==> src/rtl/addsub_pkg.sv <==
// Shared types and elaboration helpers for the pipelined adder/subtractor.
// Mode encoding, stage-count calculation and the width/chunk sanity check.
package addsub_pkg;

  typedef enum logic {
    ADD = 1'b0,
    SUB = 1'b1
  } mode_e;

  function automatic int calc_stages(
    input int width,
    input int chunk
  );
    return width / chunk;
  endfunction

  function automatic bit chunk_ok(
    input int width,
    input int chunk
  );
    return (chunk > 0) && (width >= chunk) && (width % chunk == 0);
  endfunction

endpackage

==> src/rtl/adder_slice.sv <==
// Combinational CHUNK-bit ripple adder slice.
// Ports: cin, a, b in; s, cout, c_msb_in (carry into slice MSB) out.
module adder_slice #(
  parameter int CHUNK = 8
) (
  input  logic             cin,
  input  logic [CHUNK-1:0] a,
  input  logic [CHUNK-1:0] b,
  output logic [CHUNK-1:0] s,
  output logic             cout,
  output logic             c_msb_in
);

  logic [CHUNK:0] c;

  always_comb begin
    c    = '0;
    s    = '0;
    c[0] = cin;
    for (int i = 0; i < CHUNK; i++) begin
      s[i]     = a[i] ^ b[i] ^ c[i];
      c[i+1]   = (a[i] & b[i]) | (c[i] & (a[i] ^ b[i]));
    end
  end

  assign cout     = c[CHUNK];
  assign c_msb_in = c[CHUNK-1];

endmodule

==> src/rtl/addsub_pipe.sv <==
// WIDTH-bit add/sub, one CHUNK-bit ripple slice per pipeline stage.
// Ports: clk, rst, in_* valid/ready beat, out_* valid/ready result+flags.
module addsub_pipe
  import addsub_pkg::*;
#(
  parameter int WIDTH = 32,
  parameter int CHUNK = 8
) (
  input  logic             clk,
  input  logic             rst,
  input  logic             in_valid,
  output logic             in_ready,
  input  logic             in_sub,
  input  logic             in_carry,
  input  logic [WIDTH-1:0] in_x,
  input  logic [WIDTH-1:0] in_y,
  output logic             out_valid,
  input  logic             out_ready,
  output logic [WIDTH-1:0] out_sum,
  output logic             out_carry,
  output logic             out_ovf,
  output logic             out_zero
);

  localparam int STAGES = calc_stages(WIDTH, CHUNK);

  if (!chunk_ok(WIDTH, CHUNK)) begin : g_bad_cfg
    $error("addsub_pipe: WIDTH must be a multiple of CHUNK");
  end

  logic                          adv;
  logic                          is_sub;
  logic                          cin0;
  logic [WIDTH-1:0]              y_eff;

  logic [WIDTH-1:0]              xr [STAGES];
  logic [WIDTH-1:0]              yr [STAGES];
  logic [WIDTH-1:0]              sr [STAGES];
  logic [STAGES-1:0]             cr;
  logic [STAGES-1:0]             vr;
  logic                          ovf_r;

  logic [STAGES-1:0][WIDTH-1:0]  ns_w;
  logic [STAGES-1:0]             co_w;
  logic [STAGES-1:0]             cm_w;

  assign is_sub = (mode_e'(in_sub) == SUB);
  assign cin0   = is_sub ? ~in_carry : in_carry;
  assign y_eff  = is_sub ? ~in_y : in_y;

  for (genvar k = 0; k < STAGES; k++) begin : g_st
    localparam int LO = k * CHUNK;

    logic [CHUNK-1:0] a;
    logic [CHUNK-1:0] b;
    logic [CHUNK-1:0] s;
    logic             ci;
    logic [WIDTH-1:0] prev;
    logic [WIDTH-1:0] acc;

    if (k == 0) begin : g_first
      assign a    = in_x[LO +: CHUNK];
      assign b    = y_eff[LO +: CHUNK];
      assign ci   = cin0;
      assign prev = '0;
    end else begin : g_next
      assign a    = xr[k-1][LO +: CHUNK];
      assign b    = yr[k-1][LO +: CHUNK];
      assign ci   = cr[k-1];
      assign prev = sr[k-1];
    end

    adder_slice #(
      .CHUNK(CHUNK)
    ) u_slice (
      .cin      (ci),
      .a        (a),
      .b        (b),
      .s        (s),
      .cout     (co_w[k]),
      .c_msb_in (cm_w[k])
    );

    // lower slices already complete, upper bits still zero
    always_comb begin
      acc             = prev;
      acc[LO +: CHUNK] = s;
    end

    assign ns_w[k] = acc;
  end

  // one global stall: the whole pipe freezes while the result waits
  assign adv = ~vr[STAGES-1] | out_ready;

  always_ff @(posedge clk) begin
    if (rst) begin
      vr           <= '0;
      cr           <= '0;
      ovf_r        <= 1'b0;
      sr[STAGES-1] <= '0;
    end else if (adv) begin
      vr[0] <= in_valid;
      xr[0] <= in_x;
      yr[0] <= y_eff;
      for (int k = 1; k < STAGES; k++) begin
        vr[k] <= vr[k-1];
      end
      for (int k = 1; k < STAGES - 1; k++) begin
        xr[k] <= xr[k-1];
        yr[k] <= yr[k-1];
      end
      for (int k = 0; k < STAGES; k++) begin
        sr[k] <= ns_w[k];
      end
      cr    <= co_w;
      ovf_r <= cm_w[STAGES-1] ^ co_w[STAGES-1];
    end
  end

  assign in_ready  = adv;
  assign out_valid = vr[STAGES-1];
  assign out_sum   = sr[STAGES-1];
  assign out_carry = cr[STAGES-1];
  assign out_ovf   = ovf_r;
  assign out_zero  = ~|sr[STAGES-1];

endmodule

==> config.mk <==
export PLATFORM = sky130hd
export DESIGN_NAME = addsub_pipe
export DESIGN_NICKNAME = d
export VERILOG_FILES = /design/src/rtl/addsub_pkg.sv /design/src/rtl/adder_slice.sv /design/src/rtl/addsub_pipe.sv
export SDC_FILE = /design/constraint.sdc
export NUM_CORES = 1
export LEC_CHECK = 0
export CORE_MARGIN = 8
export CORE_UTILIZATION = 25
export DETAILED_ROUTE_END_ITERATION = 12
export DONT_BUFFER_PORTS = 1
export SYNTH_ARGS = -nofsm -noshare
export SYNTH_HDL_FRONTEND = slang
export SYNTH_SLANG_ARGS = --single-unit
export TNS_END_PERCENT = 20
==> constraint.sdc <==
create_clock -name clk -period 4 [get_ports clk]
set_input_delay 0.4 -clock clk [delete_from_list [all_inputs] [get_ports clk]]
set_output_delay 0.4 -clock clk [all_outputs]
set_load 0.02 [all_outputs]
# --- Yosys cells after proc, flatten, opt, wreduce, memory -nomap -nowiden ---
# Memory sizes are Yosys's and may differ from the RTL's.
# Index checks and enable logic that the tools add are counted.
op_classes:
  muxes: 8
  bitwise_logic: 166
  reduce_logical: 2
op_table:
  columns: ["cell", "count"]
  rows:
  - ["XOR 1 bit", 65]
  - ["AND 1 bit", 64]
  - ["two-way mux 32 bit", 2]
  - ["bitwise OR 1 bit", 34]
  - ["inverter 32 bit", 1]
  - ["OR reduction 32 bit", 1]
  - ["two-way mux 1 bit", 6]
  - ["inverter 1 bit", 2]
  - ["zero test 1 bit", 1]
word_totals:
  regBits: 9
  ramBits: 384
  wordCells: 182
  n_memories: 3
memory_table:
  columns: ["name", "depth", "width", "read_ports", "rd_ports_with_merged_regs", "write_ports", "line", "text"]
  rows:
  - ["sr", 4, 32, 4, 0, 4, "addsub_pipe.sv:38", "logic [WIDTH-1:0] sr [STAGES];"]
  - ["xr", 4, 32, 3, 0, 3, "addsub_pipe.sv:36", "logic [WIDTH-1:0] xr [STAGES];"]
  - ["yr", 4, 32, 3, 0, 3, "addsub_pipe.sv:37", "logic [WIDTH-1:0] yr [STAGES];"]

# --- Longest topological paths before layout ---
# Gate-level depths: netlist of run 1.
logic_depth:
  ltp_word: 19
  ltp_mapped: 16
  mapped_depth_nobuf: 14

# --- Hierarchy ---
# From an unflattened synthesis of run 1, not the netlist that was laid out.
unflattened:
  cells_unflattened: 372
  area_unflattened_um2: 7049.3
by_module_without_submodules:
  columns: ["module", "instances", "cells_per_inst", "area_per_inst_um2", "seq_area_each_um2"]
  rows:
  - ["addsub_pipe", 1, 300, 6258.5, 5465.2]
  - ["adder_slice", 4, 18, 197.7, 0.0]

# --- Worst setup path after synthesis of run 1 ---
# No wires, ideal clock.
synth_path:
  path_type: "input to register"
  startpoint: "input in_sub"
  endpoint: "memory sr[0][7], data pin"
  setup_ns: 0.269
  arrival_time_ns: 4.049
  path_slack_ns: -0.318
  cell_stages: 14
  path_buffers: 2
  cell_sequence: "buf_2 buf_4 xnor2_1 fa_1 inv_1 fa_1 inv_1 fa_1 fa_1 fa_1 fa_1 fa_1 inv_1 fa_1"
synth_lines:
  columns: ["item", "line", "text"]
  rows:
  - ["start: declaration", "addsub_pipe.sv:13", "input logic in_sub,"]
  - ["end: declaration", "addsub_pipe.sv:38", null]

==> results summary, run 1 <==
The routing usage on met1 came out at 0.0817. The worst setup path is of the reg2reg kind. Setup repair after global routing left no endpoint under its margin.

The half-perimeter wire length after detailed placement came out at 9.09 mm. The aggregate global routing overflow came out at 0. The initial standard-cell utilization of the core is 0.253.

Of the synthesized area, sequential elements account for 0.777. The startpoint of the most critical hold path is rst. Setup violations remaining at the end of the flow were counted as 0.

The post-route clock skew is 0.00668 ns. At the pin with the least slew margin, the transition time is 0.652 ns. The sum of internal, switching and leakage power is 4.29 mW. The tree is rooted in a sky130_fd_sc_hd__clkbuf_16.

The internal power component came out at 3.27 mW. The required arrival time at the worst endpoint came out at 4.27 ns. The aggregate global-route resource usage is 0.0751. The endpoint identified for the worst register-to-register timing path is sr[3][31]. The number of global-route vias before repair is 3174. In this run the mean area of a mapped cell was 19.0 sq um. After the first detailed-routing iteration, the DRC count stood at 110. In the final routed layout, each cell accounts on average for 15.8 um. The cell depth of the worst flop-to-flop path came out at 12. The smallest clock period supported by the final layout is computed as 3.83 ns. The library cell used most frequently in the layout, excluding fill and tap cells, is sky130_fd_sc_hd__edfxtp_1. The horizontal die dimension is 184 um. The synthesized netlist cell count came out at 371. The data arrival at the endpoint of the critical path is 4.10 ns. The post-CTS setup repair buffer count came out at 0. The accumulated negative setup slack is 0 ns. The die outline height is 184 um. The tightest hold path in the finished design has a slack of 0.0304 ns. The number of clock sinks is 185.

Of the cells placed in the final design, the portion with a size suffix greater than 1 is 0.128. The per-cell via count in the routed design came out at 3.63. Of the available clock period, the critical path in the final layout requires 0.957.

In this run the critical register-to-register path is launched from xr[0][88]. The count of nets left with antenna violations once routing finished came out at 0. The CTS tree is built. At the end of routability-driven placement, the weighted congestion stood at 0.719. The critical path capture point is sr[3][31]. The net switching fraction of the power is 0.237. After global routing, the most crowded layer is met2.

The worst-case headroom to the max-slew limit came out at 0.565. The largest voltage drop on the vdd net came out at 296 uV. Summed over all nets, the switching power comes to 1.02 mW.

For this run, the number of Yosys warnings is 0. The H-tree was split into 4 levels. Compared with the post-synthesis result, the final layout area differs by 15.0%. The first-pass GRT wire length came out at 18.7 mm. The final-report hold violation count is 0.

In this run the count of I/O pins placed on the die edge is 107. The first element of the critical path is xr[0][88]. For this run, design rule violations remaining after detail routing come to 0. The total wire length after detailed routing came out at 12.3 mm. The total count of max-transition violations in the final report is 0. Of all nets on the critical path, the largest fanout is 2. The number of detailed-route iterations in the first pass is 4. The total vias in the final route is 2822. For this run, global-route usage on met2 was measured as 0.125. The run finished with clean final reports. The total of buffers placed on input and output ports came out at 0. Prior to clock tree synthesis, the placed netlist has a worst setup slack of 0.0881 ns. In the post-route analysis, the smallest setup slack over all paths is 0.171 ns. The maximum clock rate is 261 MHz. The sort of element at the end of the critical path is a register. In the final design database the tool counted 489 nets. The part of the total power dissipated in combinational logic came out at 0.055. After clock tree synthesis, the clock-pin slew on the worst setup and hold paths is 0.07 ns. The worst hold path class is in2reg.

In this run, post-CTS hold repair placed 0 buffers. The top cell types in the final layout, fill and taps aside, are 176 x sky130_fd_sc_hd__edfxtp_1, 40 x sky130_fd_sc_hd__inv_1, 30 x sky130_fd_sc_hd__and2_1. The post-synthesis register bit count came out at 185. For this design the static power due to leakage is 2.88 nW. The number of buffers on the longest clock path is 2. The met3 track demand over resource came out at 0.0300. The largest net degree at the start of global routing came out at 46. The net count after synthesis is 473. The netlist area before placement is 7030 sq um. Max-cap violations in this run came to 0. STA classifies the critical path startpoint as a register. The total power divided by cell area is 530 nW/um^2. The number of antenna violations at the first check in global routing came to 0. The later-pin clock latency in the skew report is 0.42 ns. The die covers 33800 sq um.

The floorplan has 61 rows. The number of clock buffers added by TritonCTS is 17. The power share of the clock group came out at 0.369. The register share of total power is 0.577. The number of antenna diodes in the final layout is 0.

The setup slack on the worst flop-to-flop path came out at 0.17 ns. The region available for standard cell placement spans 27800 sq um. Synthesis instantiated 23 different standard cells from the library.

The final design utilization is 0.291.
==> sequential cells by signal, indices dropped and copies added, names as in the netlist <==
register / flops
sr: 80
xr: 48
yr: 48
cr: 4
vr: 4
out_ovf: 1
==> per-stage QoR <==
| step | cell area [sq um] | std cells |
|---|---|---|
| 2_1_floorplan | 7050 | 371 |
| 3_3_place_gp | 7520 | 746 |
| 5_1_grt | 8090 | 778 |
| 3_5_place_dp | 7520 | 746 |
| 4_1_cts | 8080 | 778 |
| 6_report | 8090 | 778 |
==> logic make-up after synthesis <==
| logic type | after synthesis | synth area share |
|---|---|---|
| buffers and inverters | 51 | 0.0313 |
| DFF | 185 | 0.777 |
| and+or+nand+nor | 61 | 0.0493 |
| xor gates and xnor gates | 34 | 0.0423 |
| AOI/OAI and AO/OA | 8 | 0.00890 |
| adders and majority gates | 32 | 0.0911 |
==> critical path, cell delays in order (launching register included) <==
cell	delay [ns]
sky130_fd_sc_hd__edfxtp_1	0.42
sky130_fd_sc_hd__fa_2	0.40
sky130_fd_sc_hd__fa_1	0.38
sky130_fd_sc_hd__fa_1	0.38
sky130_fd_sc_hd__fa_1	0.39
sky130_fd_sc_hd__fa_1	0.37
sky130_fd_sc_hd__inv_1	0.08
sky130_fd_sc_hd__fa_1	0.15
sky130_fd_sc_hd__inv_1	0.04
sky130_fd_sc_hd__fa_1	0.39
sky130_fd_sc_hd__inv_1	0.09
sky130_fd_sc_hd__fa_1	0.42
sky130_fd_sc_hd__nor3_2	0.16
==> cells in the mapped netlist <==
master / count / area share
sky130_fd_sc_hd__edfxtp_1: 176 / 0.75
sky130_fd_sc_hd__inv_1: 40 / 0.021
sky130_fd_sc_hd__fa_1: 32 / 0.091
sky130_fd_sc_hd__and2_1: 30 / 0.027
sky130_fd_sc_hd__xor2_1: 26 / 0.032
sky130_fd_sc_hd__nand2_1: 10 / 0.0053
sky130_fd_sc_hd__dfxtp_1: 9 / 0.026
sky130_fd_sc_hd__nor4_1: 8 / 0.0071
sky130_fd_sc_hd__xnor2_1: 8 / 0.010
sky130_fd_sc_hd__nor2_1: 6 / 0.0032
sky130_fd_sc_hd__a21oi_1: 5 / 0.0036
sky130_fd_sc_hd__a211oi_2: 3 / 0.0053
sky130_fd_sc_hd__buf_4: 3 / 0.0032
sky130_fd_sc_hd__buf_2: 2 / 0.0014
sky130_fd_sc_hd__buf_6: 2 / 0.0032
sky130_fd_sc_hd__clkbuf_1: 2 / 0.0011
sky130_fd_sc_hd__nand4_1: 2 / 0.0018
sky130_fd_sc_hd__nor3_1: 2 / 0.0014
sky130_fd_sc_hd__buf_1: 1 / 0.00053
sky130_fd_sc_hd__inv_2: 1 / 0.00053
sky130_fd_sc_hd__nand2b_1: 1 / 0.00089
sky130_fd_sc_hd__nor2_2: 1 / 0.00089
sky130_fd_sc_hd__nor2b_4: 1 / 0.0020
==> final cells by class <==
class | instances | area [sq um]
Inverter | 41 | 154
Multi-Input combinational cell | 135 | 1370
Fill cell | 2751 | 19700
Clock inverter | 15 | 131
Sequential cell | 185 | 5470
Tap cell | 378 | 473
Clock buffer | 17 | 425
Timing Repair Buffer | 7 | 65.1
==> how the worst min path moves through the flow <==
stage          slack, ns   endpoint  cells past startpoint
3_3_place_gp        0.40  yr[0][62]                      0
2_1_floorplan       0.40   sr[1][0]                      0
4_1_cts            0.007      cr[3]                      1
3_5_place_dp        0.41   sr[2][8]                      0
5_1_grt            0.007      cr[3]                      1
6_report            0.03      cr[3]                      1
==> metal layers <==
layer,part of all wire,routed length (um)
met1,0.41,5000
met2,0.51,6290
met3,0.063,777
met4,0.021,262
met5,0,0
==> power groups by stage <==
stage,logic (mW),registers (mW),clock network (mW)
after floorplan,0.180,2.48,0
after global placement,0.231,2.51,0
after detailed placement,0.244,2.52,0
after CTS,0.245,2.48,1.64
after global routing,0.281,2.49,1.70
final,0.234,2.47,1.58
==> timing repair <==
action,in CTS,in global routing
resized for setup,0,2
hold endpoints to repair,0,0
setup endpoints to repair,0,2
No activity file was read; power rests on OpenSTA's default activity.
==> run 2, diff against run 1 <==
Settings changed: CTS_CLUSTER_SIZE set to 24.
==> results of run 2 <==
Final layout, timing and power as in run 1 (identical DEF).
==> run 3, diff against run 2 <==
Settings changed: CORE_MARGIN 8 to 4.
==> results summary, run 3 (same netlist as run 1, synthesis figures left out) <==
The total vias in the final route is 2781. The iteration-0 DRC count of the detailed router is 156. The worst-case setup slack after placement came out at 0.0992 ns. The accumulated negative setup slack is 0 ns. The number of remaining DRC errors is 0. The post-layout minimum cycle time is 3.87 ns. The level count of the clock H-tree is 4. The clock root buffer master is sky130_fd_sc_hd__clkbuf_16.

The later-pin clock latency in the skew report is 0.42 ns. Post-CTS timing repair inserted 0 buffers for setup. Compared with the post-synthesis result, the final layout area differs by 15.0%. The aggregate global-route resource usage came out at 0.0781. Max-cap violations in this run came to 0.

The worst-case headroom to the max-slew limit came out at 0.489. By startpoint and endpoint, the worst setup path is classified as reg2reg. The fraction of layout instances using a drive strength above 1 is 0.116. The final standard cell count with taps included and fillers excluded is 775. The number of antenna violations at the first check in global routing is 0. Setup violations remaining at the end of the flow were counted as 0. The path class of the tightest hold or removal check is in2reg. In the final layout, the registers with the most flip-flops are sr (80), xr (48), yr (48). The site row count came out at 61. 107 I/O pins were placed. The core footprint came out at 27800 sq um. The number of nets in the layout came out at 486. The total instance count after detailed placement is 743.

The first-pass GRT wire length came out at 17.9 mm. Hold timing on the final database bottoms out at a slack of 0.0327 ns. The half-perimeter wire length after detailed placement is 8.45 mm. The data arrival at the endpoint of the critical path came out at 4.14 ns. The final-report hold violation count is 0.

The number of hold buffers added after CTS came out at 0. The clock transition at the registers of the reported paths is 0.08 ns. The number of clock sinks is 185. TritonCTS built the clock tree. In this run the remaining antenna-violating nets after routing total 0.

The share of the cycle needed by the critical path after routing came out at 0.968. Setup repair after global routing left no endpoint under its margin. The leading cell type in the layout, fill and taps excluded is sky130_fd_sc_hd__edfxtp_1. STA classifies the critical path endpoint as a register. The area enclosed by the die boundary came out at 30900 sq um. The required arrival time at the worst endpoint is 4.27 ns. The slew at the pin closest to its max-slew limit came out at 0.767 ns. The leakage power is 2.88 nW. Gates resized during post-CTS repair numbered 0. The top cell types in the final layout, fill and taps aside, are 176 x sky130_fd_sc_hd__edfxtp_1, 40 x sky130_fd_sc_hd__inv_1, 30 x sky130_fd_sc_hd__and2_1. The number of buffers on the longest clock path came out at 2. Setup slack closes at 0.129 ns.

The hold path depth is 1. The total CTS buffers is 17. The worst register-to-register path has a depth of 12. The placer's final routability congestion estimate came out at 0.704. The per-cell via count in the routed design is 3.59.

The total of buffers placed on input and output ports is 0. The repair_antennas step left the layout with diodes totalling 0. The maximum clock rate came out at 258 MHz.

The average wire per cell in the routed design came out at 15.0 um. Setup slack on the worst reg-to-reg path comes out at 0.13 ns. The category of the worst setup path launch point is a register. The die outline height came out at 176 um. The aggregate global routing overflow came out at 0.

The maximum fanout along the worst path is 2. The number of detailed-route iterations in the first pass came out at 4. The floorplan step set the die width to 176 um.

The run finished with clean final reports. More flip-flops sit in one register than any other, and that register is sr. The total count of max-transition violations in the final report came to 0. The worst-case IR drop observed on VDD is 259 uV.

The number of global-route vias before repair came out at 3015. The final layout contains routed wiring with a total length of 11.7 mm. The largest net degree at the start of global routing is 72. The initial utilization of the core area, before any placement, comes to 0.253. The total power divided by cell area came out at 538 nW/um^2. The post-route clock skew is 0.0146 ns. The flip-flop count of the largest register, all copies and words added came out at 80.
-- run 3: cell count changes in the layout (fill, tap and decap cells not counted), sizes merged --
cell	delta
clkinv	+2
buf	-3
inv	-2
clkbuf	+1
clkinvlp	-1
-- run 3: layout make-up --
cell class,instances,area [sq um]
clock buffers,18,429
clock inverters,14,173
fillers,2747,19700
inverters,41,154
multi-input cells,135,1370
flip-flops and latches,185,5470
well taps,378,473
repair buffers,4,30.0
-- run 3: metrics by stage --
step | total power, mW | instance area (sq um) | utilization
after floorplan | 2.66 | 7050 | -
after global placement | 2.74 | 7490 | 0.270
after detailed placement | 2.76 | 7490 | 0.270
after CTS | 4.42 | 8090 | 0.291
after global routing | 4.56 | 8090 | 0.291
final | 4.35 | 8090 | 0.291
-- run 3: layer usage --
metal  part of all wire  global-route usage  vias to the layer above
li1                   -                   -                     1317
met5                  0                   0                        -
met3              0.047              0.0263                       12
met4              0.017              0.0322                        0
met2               0.50               0.124                       66
met1               0.44              0.0983                     1386
-- run 3: worst paths after layout --
check | from | to
max | xr[0][88] | sr[3][31]
min | rst | vr[2]
max reg2reg | xr[0][88] | sr[3][31]
min reg2reg | yr[0][60] | yr[0][92]
-- run 3: worst max-delay path, stage by stage (launching register included) --
cell and delay (ns):
sky130_fd_sc_hd__edfxtp_1 0.40, sky130_fd_sc_hd__fa_1 0.45, sky130_fd_sc_hd__fa_1 0.39, sky130_fd_sc_hd__fa_1 0.39
sky130_fd_sc_hd__fa_1 0.39, sky130_fd_sc_hd__fa_1 0.38, sky130_fd_sc_hd__inv_1 0.08, sky130_fd_sc_hd__fa_1 0.16
sky130_fd_sc_hd__inv_1 0.05, sky130_fd_sc_hd__fa_1 0.39, sky130_fd_sc_hd__inv_1 0.08, sky130_fd_sc_hd__fa_1 0.41
sky130_fd_sc_hd__nor3_1 0.17
-- run 3: report_power, final --
group          internal (mW)  leakage (nW)  switching [mW]
combinational          0.100         0.734           0.131
clock                  0.849         0.293           0.799
sequential              2.35          1.85           0.125
